<file path="src/rtl/reg_bus_hub.sv">
// Register-bus hub: one requester broadcast to N_SLAVES register slaves, with transaction FSM,
// timeout, multi-ack collision detection, sticky error flags and a saturating error counter.
module reg_bus_hub #(
  parameter int N_SLAVES = 3,
  parameter int ADDR_W   = 4,
  parameter int DATA_W   = 4,
  parameter int TIMEOUT  = 15,
  parameter int CNT_W    = 8
) (
  input  logic                       clk,
  input  logic                       rst,
  input  logic                       m_valid,
  input  logic [ADDR_W-1:0]          m_address,
  input  logic [DATA_W-1:0]          m_data,
  output logic                       m_ack,
  output logic [DATA_W-1:0]          m_rdata,
  output logic                       m_rdata_valid,
  output logic                       m_err,
  output logic                       s_valid,
  output logic [ADDR_W-1:0]          s_address,
  output logic [DATA_W-1:0]          s_data,
  input  logic [N_SLAVES-1:0]        s_ack,
  input  logic [N_SLAVES*DATA_W-1:0] s_rdata,
  input  logic [N_SLAVES-1:0]        s_rdata_valid,
  output logic [N_SLAVES-1:0]        resp_map,
  output logic                       sticky_to,
  output logic                       sticky_coll,
  output logic [CNT_W-1:0]           err_count
);

  localparam int TMR_W = $clog2(TIMEOUT + 2);
  localparam logic [TMR_W-1:0]    TMR_LAST = TMR_W'((TIMEOUT > 0) ? (TIMEOUT - 1) : 0);
  localparam logic [TMR_W-1:0]    TMR_ONE  = TMR_W'(1);
  localparam logic [CNT_W-1:0]    CNT_ONE  = CNT_W'(1);
  localparam logic [CNT_W-1:0]    CNT_MAX  = {CNT_W{1'b1}};
  localparam logic [N_SLAVES-1:0] N_ONE    = N_SLAVES'(1);

  typedef enum logic [1:0] {
    ST_IDLE = 2'd0,
    ST_REQ  = 2'd1,
    ST_DONE = 2'd2
  } state_t;

  // OR of every slave data slice whose valid bit is set.
  function automatic logic [DATA_W-1:0] or_valid_slices(
    input logic [N_SLAVES*DATA_W-1:0] rdata,
    input logic [N_SLAVES-1:0]        vld
  );
    logic [DATA_W-1:0] acc;
    acc = {DATA_W{1'b0}};
    for (int i = 0; i < N_SLAVES; i++) begin
      acc = acc | (rdata[i*DATA_W +: DATA_W] & {DATA_W{vld[i]}});
    end
    return acc;
  endfunction

  // True when more than one bit of the vector is set.
  function automatic logic multi_hot(input logic [N_SLAVES-1:0] v);
    return (v & (v - N_ONE)) != {N_SLAVES{1'b0}};
  endfunction

  state_t              state_r, state_s;
  logic [TMR_W-1:0]    timer_r, timer_s;
  logic                s_valid_r, s_valid_s;
  logic [ADDR_W-1:0]   s_address_r, s_address_s;
  logic [DATA_W-1:0]   s_data_r, s_data_s;
  logic [DATA_W-1:0]   data_r, data_s;
  logic                rv_r, rv_s;
  logic [N_SLAVES-1:0] resp_map_r, resp_map_s;
  logic                sticky_to_r, sticky_to_s;
  logic                sticky_coll_r, sticky_coll_s;
  logic [CNT_W-1:0]    err_count_r, err_count_s;
  logic                m_ack_r, m_ack_s;
  logic                m_err_r, m_err_s;
  logic [DATA_W-1:0]   m_rdata_r, m_rdata_s;
  logic                m_rdata_valid_r, m_rdata_valid_s;
  logic                finish_s, fin_err_s, timeout_hit_s;

  assign timeout_hit_s = (TIMEOUT != 0) && (timer_r == TMR_LAST);

  // Next-state and next-output logic for the IDLE -> REQ -> DONE transaction FSM.
  always_comb begin
    state_s         = state_r;
    timer_s         = timer_r;
    s_valid_s       = s_valid_r;
    s_address_s     = s_address_r;
    s_data_s        = s_data_r;
    data_s          = data_r;
    rv_s            = rv_r;
    resp_map_s      = resp_map_r;
    sticky_to_s     = sticky_to_r;
    sticky_coll_s   = sticky_coll_r;
    err_count_s     = err_count_r;
    m_ack_s         = 1'b0;
    m_err_s         = 1'b0;
    m_rdata_s       = {DATA_W{1'b0}};
    m_rdata_valid_s = 1'b0;
    finish_s        = 1'b0;
    fin_err_s       = 1'b0;
    case (state_r)
      ST_IDLE: begin
        if (m_valid) begin
          state_s     = ST_REQ;
          s_valid_s   = 1'b1;
          s_address_s = m_address;
          s_data_s    = m_data;
          timer_s     = {TMR_W{1'b0}};
        end else begin
          state_s = ST_IDLE;
        end
      end
      ST_REQ: begin
        timer_s = timer_r + TMR_ONE;
        if (|s_rdata_valid) begin
          data_s = or_valid_slices(s_rdata, s_rdata_valid);
          rv_s   = 1'b1;
        end else begin
          data_s = data_r;
          rv_s   = rv_r;
        end
        // An ack in the final timer cycle still completes normally.
        if (|s_ack) begin
          finish_s      = 1'b1;
          fin_err_s     = multi_hot(s_ack);
          resp_map_s    = s_ack;
          sticky_coll_s = sticky_coll_r | fin_err_s;
        end else if (timeout_hit_s) begin
          finish_s    = 1'b1;
          fin_err_s   = 1'b1;
          resp_map_s  = {N_SLAVES{1'b0}};
          sticky_to_s = 1'b1;
        end else begin
          state_s = ST_REQ;
        end
        if (finish_s) begin
          state_s         = ST_DONE;
          s_valid_s       = 1'b0;
          m_ack_s         = 1'b1;
          m_err_s         = fin_err_s;
          m_rdata_valid_s = rv_s & ~fin_err_s;
          m_rdata_s       = m_rdata_valid_s ? data_s : {DATA_W{1'b0}};
          if (fin_err_s && (err_count_r != CNT_MAX)) begin
            err_count_s = err_count_r + CNT_ONE;
          end else begin
            err_count_s = err_count_r;
          end
        end else begin
          s_valid_s = 1'b1;
        end
      end
      ST_DONE: begin
        state_s = ST_IDLE;
        rv_s    = 1'b0;
        timer_s = {TMR_W{1'b0}};
      end
      default: begin
        state_s   = ST_IDLE;
        s_valid_s = 1'b0;
      end
    endcase
  end

  // State and registered-output update with synchronous reset.
  always_ff @(posedge clk) begin
    if (rst) begin
      state_r         <= ST_IDLE;
      timer_r         <= {TMR_W{1'b0}};
      s_valid_r       <= 1'b0;
      s_address_r     <= {ADDR_W{1'b0}};
      s_data_r        <= {DATA_W{1'b0}};
      data_r          <= {DATA_W{1'b0}};
      rv_r            <= 1'b0;
      resp_map_r      <= {N_SLAVES{1'b0}};
      sticky_to_r     <= 1'b0;
      sticky_coll_r   <= 1'b0;
      err_count_r     <= {CNT_W{1'b0}};
      m_ack_r         <= 1'b0;
      m_err_r         <= 1'b0;
      m_rdata_r       <= {DATA_W{1'b0}};
      m_rdata_valid_r <= 1'b0;
    end else begin
      state_r         <= state_s;
      timer_r         <= timer_s;
      s_valid_r       <= s_valid_s;
      s_address_r     <= s_address_s;
      s_data_r        <= s_data_s;
      data_r          <= data_s;
      rv_r            <= rv_s;
      resp_map_r      <= resp_map_s;
      sticky_to_r     <= sticky_to_s;
      sticky_coll_r   <= sticky_coll_s;
      err_count_r     <= err_count_s;
      m_ack_r         <= m_ack_s;
      m_err_r         <= m_err_s;
      m_rdata_r       <= m_rdata_s;
      m_rdata_valid_r <= m_rdata_valid_s;
    end
  end

  assign m_ack         = m_ack_r;
  assign m_err         = m_err_r;
  assign m_rdata       = m_rdata_r;
  assign m_rdata_valid = m_rdata_valid_r;
  assign s_valid       = s_valid_r;
  assign s_address     = s_address_r;
  assign s_data        = s_data_r;
  assign resp_map      = resp_map_r;
  assign sticky_to     = sticky_to_r;
  assign sticky_coll   = sticky_coll_r;
  assign err_count     = err_count_r;

endmodule

</file>
<file path="config.mk">
export PLATFORM = sky130hd
export DESIGN_NAME = reg_bus_hub
export DESIGN_NICKNAME = d
export VERILOG_FILES = /design/src/rtl/reg_bus_hub.sv
export SDC_FILE = /design/constraint.sdc
export NUM_CORES = 1
export LEC_CHECK = 0
export ABC_AREA = 1
export BUFFER_PORTS_ARGS = -buffer_cell sky130_fd_sc_hd__buf_2
export CAP_MARGIN = 20
export CORE_MARGIN = 2
export CORE_UTILIZATION = 45
export CTS_BUF_LIST = sky130_fd_sc_hd__clkbuf_4 sky130_fd_sc_hd__clkbuf_8 sky130_fd_sc_hd__clkbuf_16
export CTS_CLUSTER_SIZE = 20
export DETAILED_ROUTE_END_ITERATION = 6
export PLACE_DENSITY = 0.83
export SLEW_MARGIN = 20
export SYNTH_ARGS = -nofsm -noshare
export SYNTH_HDL_FRONTEND = slang
export SYNTH_SLANG_ARGS = --single-unit
export TNS_END_PERCENT = 20
</file>
<file path="constraint.sdc">
create_clock -name clk -period 1.3 [get_ports clk]
set_input_delay 0.065 -clock clk [delete_from_list [all_inputs] [get_ports clk]]
set_output_delay 0.065 -clock clk [all_outputs]
set_load 0.005 [all_outputs]
</file>
==> reports/results.tsv, run 1 <==
metric	value	unit
r2r_end	err_count[4]	
tightest_slew	0.469	ns
start_kind	flip-flop	
ys.flop_type	dfxtp_1	
grt_pass1_wl	8200	um
die_w	69.3	um
grtUsageMet1	0.245	
drtIter0Drc	200	
path_clk_slew	0.08	ns
period_share	1.06	
syn_area_per_cell	7.26	sq um
yosysTopAreaCell	dfxtp_1	
worstHoldStart	m_address[1]	
clockBufferDepth	2	
synth_cell_types	28	
synth_edf_count	0	
port_buffers	57	
max_freq	723	MHz
layout-drive-gt1-share	0.412	
hpwlAfterDp	3340	um
leakagePower	1.34	nW
cellPowerDensity	980	nW/um^2
seqCellArea	826	sq um
hp-class	input port to flip-flop	
cts_tree	built	
syn_area	1920	sq um
violations	negative hold slack, negative setup slack	
slew_viol_final	0	
maxCapViolCount	0	
yosys.area_share.xor_xnor	0.00457	
yosys.area_share.adder	0.0457	
cts_hold_buf	0	
ant_nets	0	
clock_latency	0.30	ns
diodes	0	
synthesis.nets	300	
path_cells	inv_2 > ha_4 > nand2_4 > nor2_4 > nand2_4 > nand2_4 > nand3_4 > nand2_1 > a21oi_1	
rows	23	
regToRegStartpoint	timer_r[0]	
numCtsBuffers	5	
ff2ff_setup_slack	-0.08	ns
layout_min_cycle_time	1.38	ns
gp_congestion	0.819	
finClkSkew	0.00662	ns
status	complete, but fails checks	
worstPathRequired	1.49	ns
wl_per_cell	13.2	um
hold_depth	3	
cp_max_fo	8	
slowest_stage	dfxtp_2	
slew_headroom	0.687	
vdd_drop_max	0.543	mV
endpoint_kind	flip-flop	
wirelength	5300	um
htree_num_levels	2	
syn-instance-count	264	
hold_viol_final	2	
synth_top_family_by_area	simple AND/OR/NAND/NOR gates	
clock-sinks	41	
num_vias	2055	
min_to	s_address[1]	
synth-compound-area-share	0.117	
avgViaCountPerCell	5.11	
nets	387	
whs	-0.00258	ns
use_met2	0.358	
fillers	325	
ys_top_cells_by_area	dfxtp_1 (43%), nand2_1 (11%), nor2_1 (9.0%), inv_1 (6.5%), ha_1 (4.6%)	
met3_usage	0.0465	
top_usage_layer	met2	
core	4060	sq um
multiInputGateArea	1100	sq um
timing.final.ws_setup	-0.0832	ns
path_class	flip-flop to flip-flop	
synth-simple-area-share	0.322	
dieArea	4800	sq um
grt_max_degree	19	
die_h	69.3	um
grt_pass1_vias	1923	
post-route-util	0.665	
synth-seq-area-share	0.428	
ioPinCount	58	
grtUsageTotal	0.208	
drc	0	
grt-ovfl-total	0	
worst-r2r-cell-count	9	
yosysTopAreaCellShare	0.428	
cp_common_cell	nand2_4	
synth_seq_cells	41	
dr.pass1.iters	4	
synthMuxAreaShare	0	
start_util	0.472	
max_stage_delay	0.33	ns
rsz0062_at_grt	true	
area_growth	40.8	%
place_area	2400	sq um
antenna_found_initial	0	
setup_violations	16	
worstPathArrival	1.58	ns
synth-warning-count	0	
synthArstFlopShare	0	
clock-root-buffer	clkbuf_8	
fin_area	2700	sq um
## layout by cell type (no fill, tap or decap), drive strengths merged
cell / instances
clkinv: 2
nand4: 8
nand3b: 3
o211ai: 1
inv: 33
nor3: 4
buf: 85
a211oi: 1
a21oi: 18
clkinvlp: 1
clkbuf: 5
dfxtp: 41
xor2: 1
nor2: 49
or2: 3
nand2: 60
nand3: 10
o21a: 2
ha: 7
o21ai: 16
a21o: 1
a2111oi: 1
## area by class of cell
cell class,instances,share of cell area
inverters,33,0.0478
multi-input cells,185,0.406
clock inverters,3,0.00649
flip-flops and latches,41,0.306
well taps,50,0.0232
clock buffers,5,0.0255
repair buffers,85,0.185
## power breakdown
part | switching [mW] | internal (mW)
registers | 0.0296 | 1.32
clock network | 0.465 | 0.370
logic | 0.256 | 0.207
## Yosys cell counts (all sizes together) (2+ instances only)
cell type,n
or2,3
nand3,10
dfxtp,41
nor3,4
inv,33
nor2,49
buf,5
nand4,8
nand2,59
o21ai,16
nand3b,3
o21a,2
a21oi,18
ha,7
## per-stage QoR
stage	worst slack [ns]	std cells	power, mW	setup TNS, ns
2_1_floorplan	0.00568	264	1.59	0
4_1_cts	-0.0153	398	2.61	-0.0352
6_report	-0.0832	402	2.65	-0.803
3_3_place_gp	-0.0449	386	1.74	-0.335
3_5_place_dp	-0.110	386	1.76	-1.24
5_1_grt	-0.137	402	2.77	-2.34
## worst max path at each step
| stage | startpoint | endpoint | slack [ns] | cells past startpoint |
|---|---|---|---|---|
| 2_1_floorplan | timer_r[0] | m_rdata[0] | 0.006 | 10 |
| 3_3_place_gp | timer_r[0] | err_count[5] | -0.04 | 9 |
| 3_5_place_dp | timer_r[0] | err_count[3] | -0.11 | 9 |
| 4_1_cts | timer_r[0] | err_count[5] | -0.02 | 9 |
| 5_1_grt | timer_r[0] | err_count[4] | -0.14 | 9 |
| 6_report | timer_r[0] | err_count[4] | -0.08 | 9 |
## state kept, by name, indices dropped and copies added (netlist names)
signal	count
data_r	4
sticky_to	1
m_rdata	4
s_data	4
m_ack	1
err_count	8
resp_map	3
m_err	1
s_address	4
rv_r	1
s_valid	1
m_rdata_valid	1
sticky_coll	1
state_r	2
timer_r	5
## critical path: cells and delay by family, from the launching register on
kind	cells	cell delay (ns)
flops	1	0.33
buf+inv	1	0.07
fa+ha+maj	1	0.14
compound gates	1	0.06
simple gates	6	0.67
## logic make-up (layout without fill, tap and decap cells)
family / after synthesis / count (layout)
compound gates: 40 / 40
xor+xnor: 1 / 1
fa+ha+maj: 7 / 7
buf+inv: 39 / 126
flops: 41 / 41
simple gates: 136 / 137
## timing repair
item | in CTS | in global routing
pin swaps | 11 | 11
setup buffers | 3 | 4
gates cloned | 1 | 0
resized for setup | 24 | 32
endpoints found under the setup margin | 25 | 36
## routing by layer
layer / vias up / share of wire
li1: 1015 / -
met1: 938 / 0.41
met2: 89 / 0.50
met3: 13 / 0.065
met4: 0 / 0.027
met5: - / 0
(Power assumes the default switching activity.)
==> run 2: changes to the inputs <==
- SETUP_SLACK_MARGIN: unset -> 0.1
==> run 2 against run 1 <==
Compared with the run above:
- the flow finishes with violations (negative setup slack)
- core utilization decreased by 0.15 points
- sequential share of layout area rose by 0.21 points
- global-route usage is 1.8 points higher
- combinational power down 3%
- non-clock buffer count unchanged
- register-to-register slack better by 0.04 ns
- maximum frequency rose by 2.7%
- sequential power about the same
- sequential cell count is the same
- final area shrank 0.23%
- clock-buffer cell count increased by 2
==> reports/results.tsv, run 2 (synthesis results as in run 1) <==
metric	value	unit	change
grt-ovfl-total	0		unchanged
max_freq	743	MHz	+2.7%
critical_path_buf_inv_count	2		+1
r2r_end	err_count[4]		
rows	23		unchanged
start_kind	flip-flop		
violations	negative setup slack		
met2RoutedLength	2690	um	+2.2%
post-route-util	0.664		-0.00154
clock-sinks	41		unchanged
clock_latency	0.30	ns	about the same
hold_viol_final	0		-2
htree_num_levels	2		unchanged
cp_common_cell	nand2_4		
avgViaCountPerCell	5.08		-0.67%
ant_nets	0		unchanged
finClkSkew	0.00675	ns	+0.000129 ns
drtIter0Drc	138		-31%
wirelength	5170	um	-2.6%
grt_pass1_wl	8830	um	+7.7%
timing.final.ws_setup	-0.0468	ns	+0.0364 ns
core	4060	sq um	unchanged
diodes	0		unchanged
layout_min_cycle_time	1.35	ns	-0.0364 ns
vdd_drop_max	0.588	mV	+8.1%
cts_hold_buf	0		unchanged
grt_max_degree	19		unchanged
top_layer	met4		
worstPathRequired	1.53	ns	+0.04 ns
start_util	0.472		unchanged
grt_pass1_vias	2015		+4.8%
status	complete, but fails checks		
dieArea	4800	sq um	unchanged
hpwlAfterDp	3360	um	+0.57%
grtUsageTotal	0.225		+0.0179
worstHoldStart	m_address[2]		
die_w	69.3	um	unchanged
die_h	69.3	um	unchanged
slew_viol_final	0		unchanged
rsz0062_at_grt	true		
setup_violations	2		-14
nets	386		-0.26%
worst-r2r-cell-count	9		unchanged
layout-drive-gt1-share	0.389		-0.0234
slew_headroom	0.716		+0.0286
hp-class	input port to flip-flop		
path_delay_family	simple AND/OR/NAND/NOR gates		
finalPower	2.67	mW	+0.81%
final_cells	400		-0.50%
max_stage_delay	0.34	ns	about the same
path_cells	inv_2 > ha_4 > nand2_4 > nor2_4 > nand2_2 > nand2_4 > buf_6 > nand4_1 > a21oi_1		
cts_tree	built		
num_vias	2031		-1.2%
wl_met1	2100	um	-3.8%
drc	0		unchanged
numCtsBuffers	5		unchanged
dp_cells	383		-0.78%
period_share	1.04		-0.0280
slowest_stage	dfxtp_2		
maxCapViolCount	0		unchanged
cp_max_fo	5		-3
port_buffers	57		unchanged
wl_per_cell	12.9	um	-2.1%
clockBufferDepth	2		unchanged
gp_congestion	0.816		-0.44%
cellPowerDensity	991	nW/um^2	+1.0%
leakagePower	1.33	nW	-0.77%
layout_common_cells	buf_2 (57), nand2_1 (52), nor2_1 (39), dfxtp_1 (34), inv_1 (27)		
min_to	s_address[2]		
endpoint_kind	flip-flop		
largest_register_ffs	8		unchanged
antenna_found_initial	0		unchanged
layout_commonest_cell	buf_2		
ff2ff_setup_slack	-0.05	ns	+0.04 ns
worstPathArrival	1.58	ns	about the same
area_growth	40.5	%	
ioPinCount	58		unchanged
hold_depth	3		unchanged
path_clk_slew	0.07	ns	about the same
dr.pass1.iters	4		unchanged
path_class	flip-flop to flip-flop		
tightest_slew	0.426	ns	-0.0428 ns
wl_met3	325	um	-6.3%
dpl_worst_slack	-0.0758	ns	+0.0347 ns
regToRegStartpoint	timer_r[0]		
clock-root-buffer	clkbuf_8		
[run 2: cell count changes in the layout (fill, tap and decap cells not counted), moves of 4 or more]
| cell | delta |
|---|---|
| o21ai_0 | +7 |
| o21ai_1 | -7 |
| nand2_1 | +5 |
| nand2_2 | -5 |
| nor3_1 | +4 |
| nor3_2 | -4 |
[run 2: cell type report]
class	count	area, sq um
clock buffers	7	90.1
repair buffers	85	519
well taps	50	62.6
flip-flops and latches	41	830
inverters	33	124
fillers	324	1370
multi-input cells	184	1070
[run 2: where the power goes]
group          switching [mW]  total, mW  internal [mW]
sequential             0.0311       1.35           1.32
clock                   0.425      0.867          0.442
combinational           0.246      0.450          0.205
[run 2: how the worst max path moves through the flow]
stage / from / end / slack (ns) / depth (start not counted)
4_1_cts: state_r[0] / timer_r[3] / 0.04 / 6
3_3_place_gp: timer_r[0] / m_rdata[2] / 0.003 / 10
2_1_floorplan: timer_r[0] / m_rdata[2] / 0.07 / 10
5_1_grt: timer_r[0] / err_count[4] / -0.11 / 9
6_report: timer_r[0] / err_count[4] / -0.05 / 9
3_5_place_dp: timer_r[0] / m_rdata[2] / -0.08 / 10
[run 2: metal layers]
metal  global-route usage  vias up
li1                     -     1012
met1                0.265      932
met2                0.406       81
met3               0.0552        6
met4               0.0610        0
met5                    0        -
[run 2: metrics by stage]
stage / hold WS, ns / cell area (sq um) / setup TNS, ns
6_report: 0.00732 / 2690 / -0.0512
5_1_grt: 0.0405 / 2690 / -1.13
4_1_cts: 0.0106 / 2640 / 0
3_5_place_dp: 0.319 / 2420 / -0.614
3_3_place_gp: 0.311 / 2420 / 0
2_1_floorplan: 0.213 / 1960 / 0
[run 2: repair_timing]
item,4_1_cts,5_1_grt
gates cloned,0,0
pin swaps,10,1
resized for setup,20,11
setup endpoints to repair,38,37
buffers inserted,9,1
endpoints found under the hold margin,0,0
[run 2: tightest hold or removal path, stage by stage]
cell     delay (ns)
buf_2          0.07
o21ai_0        0.07
nor2_1         0.07
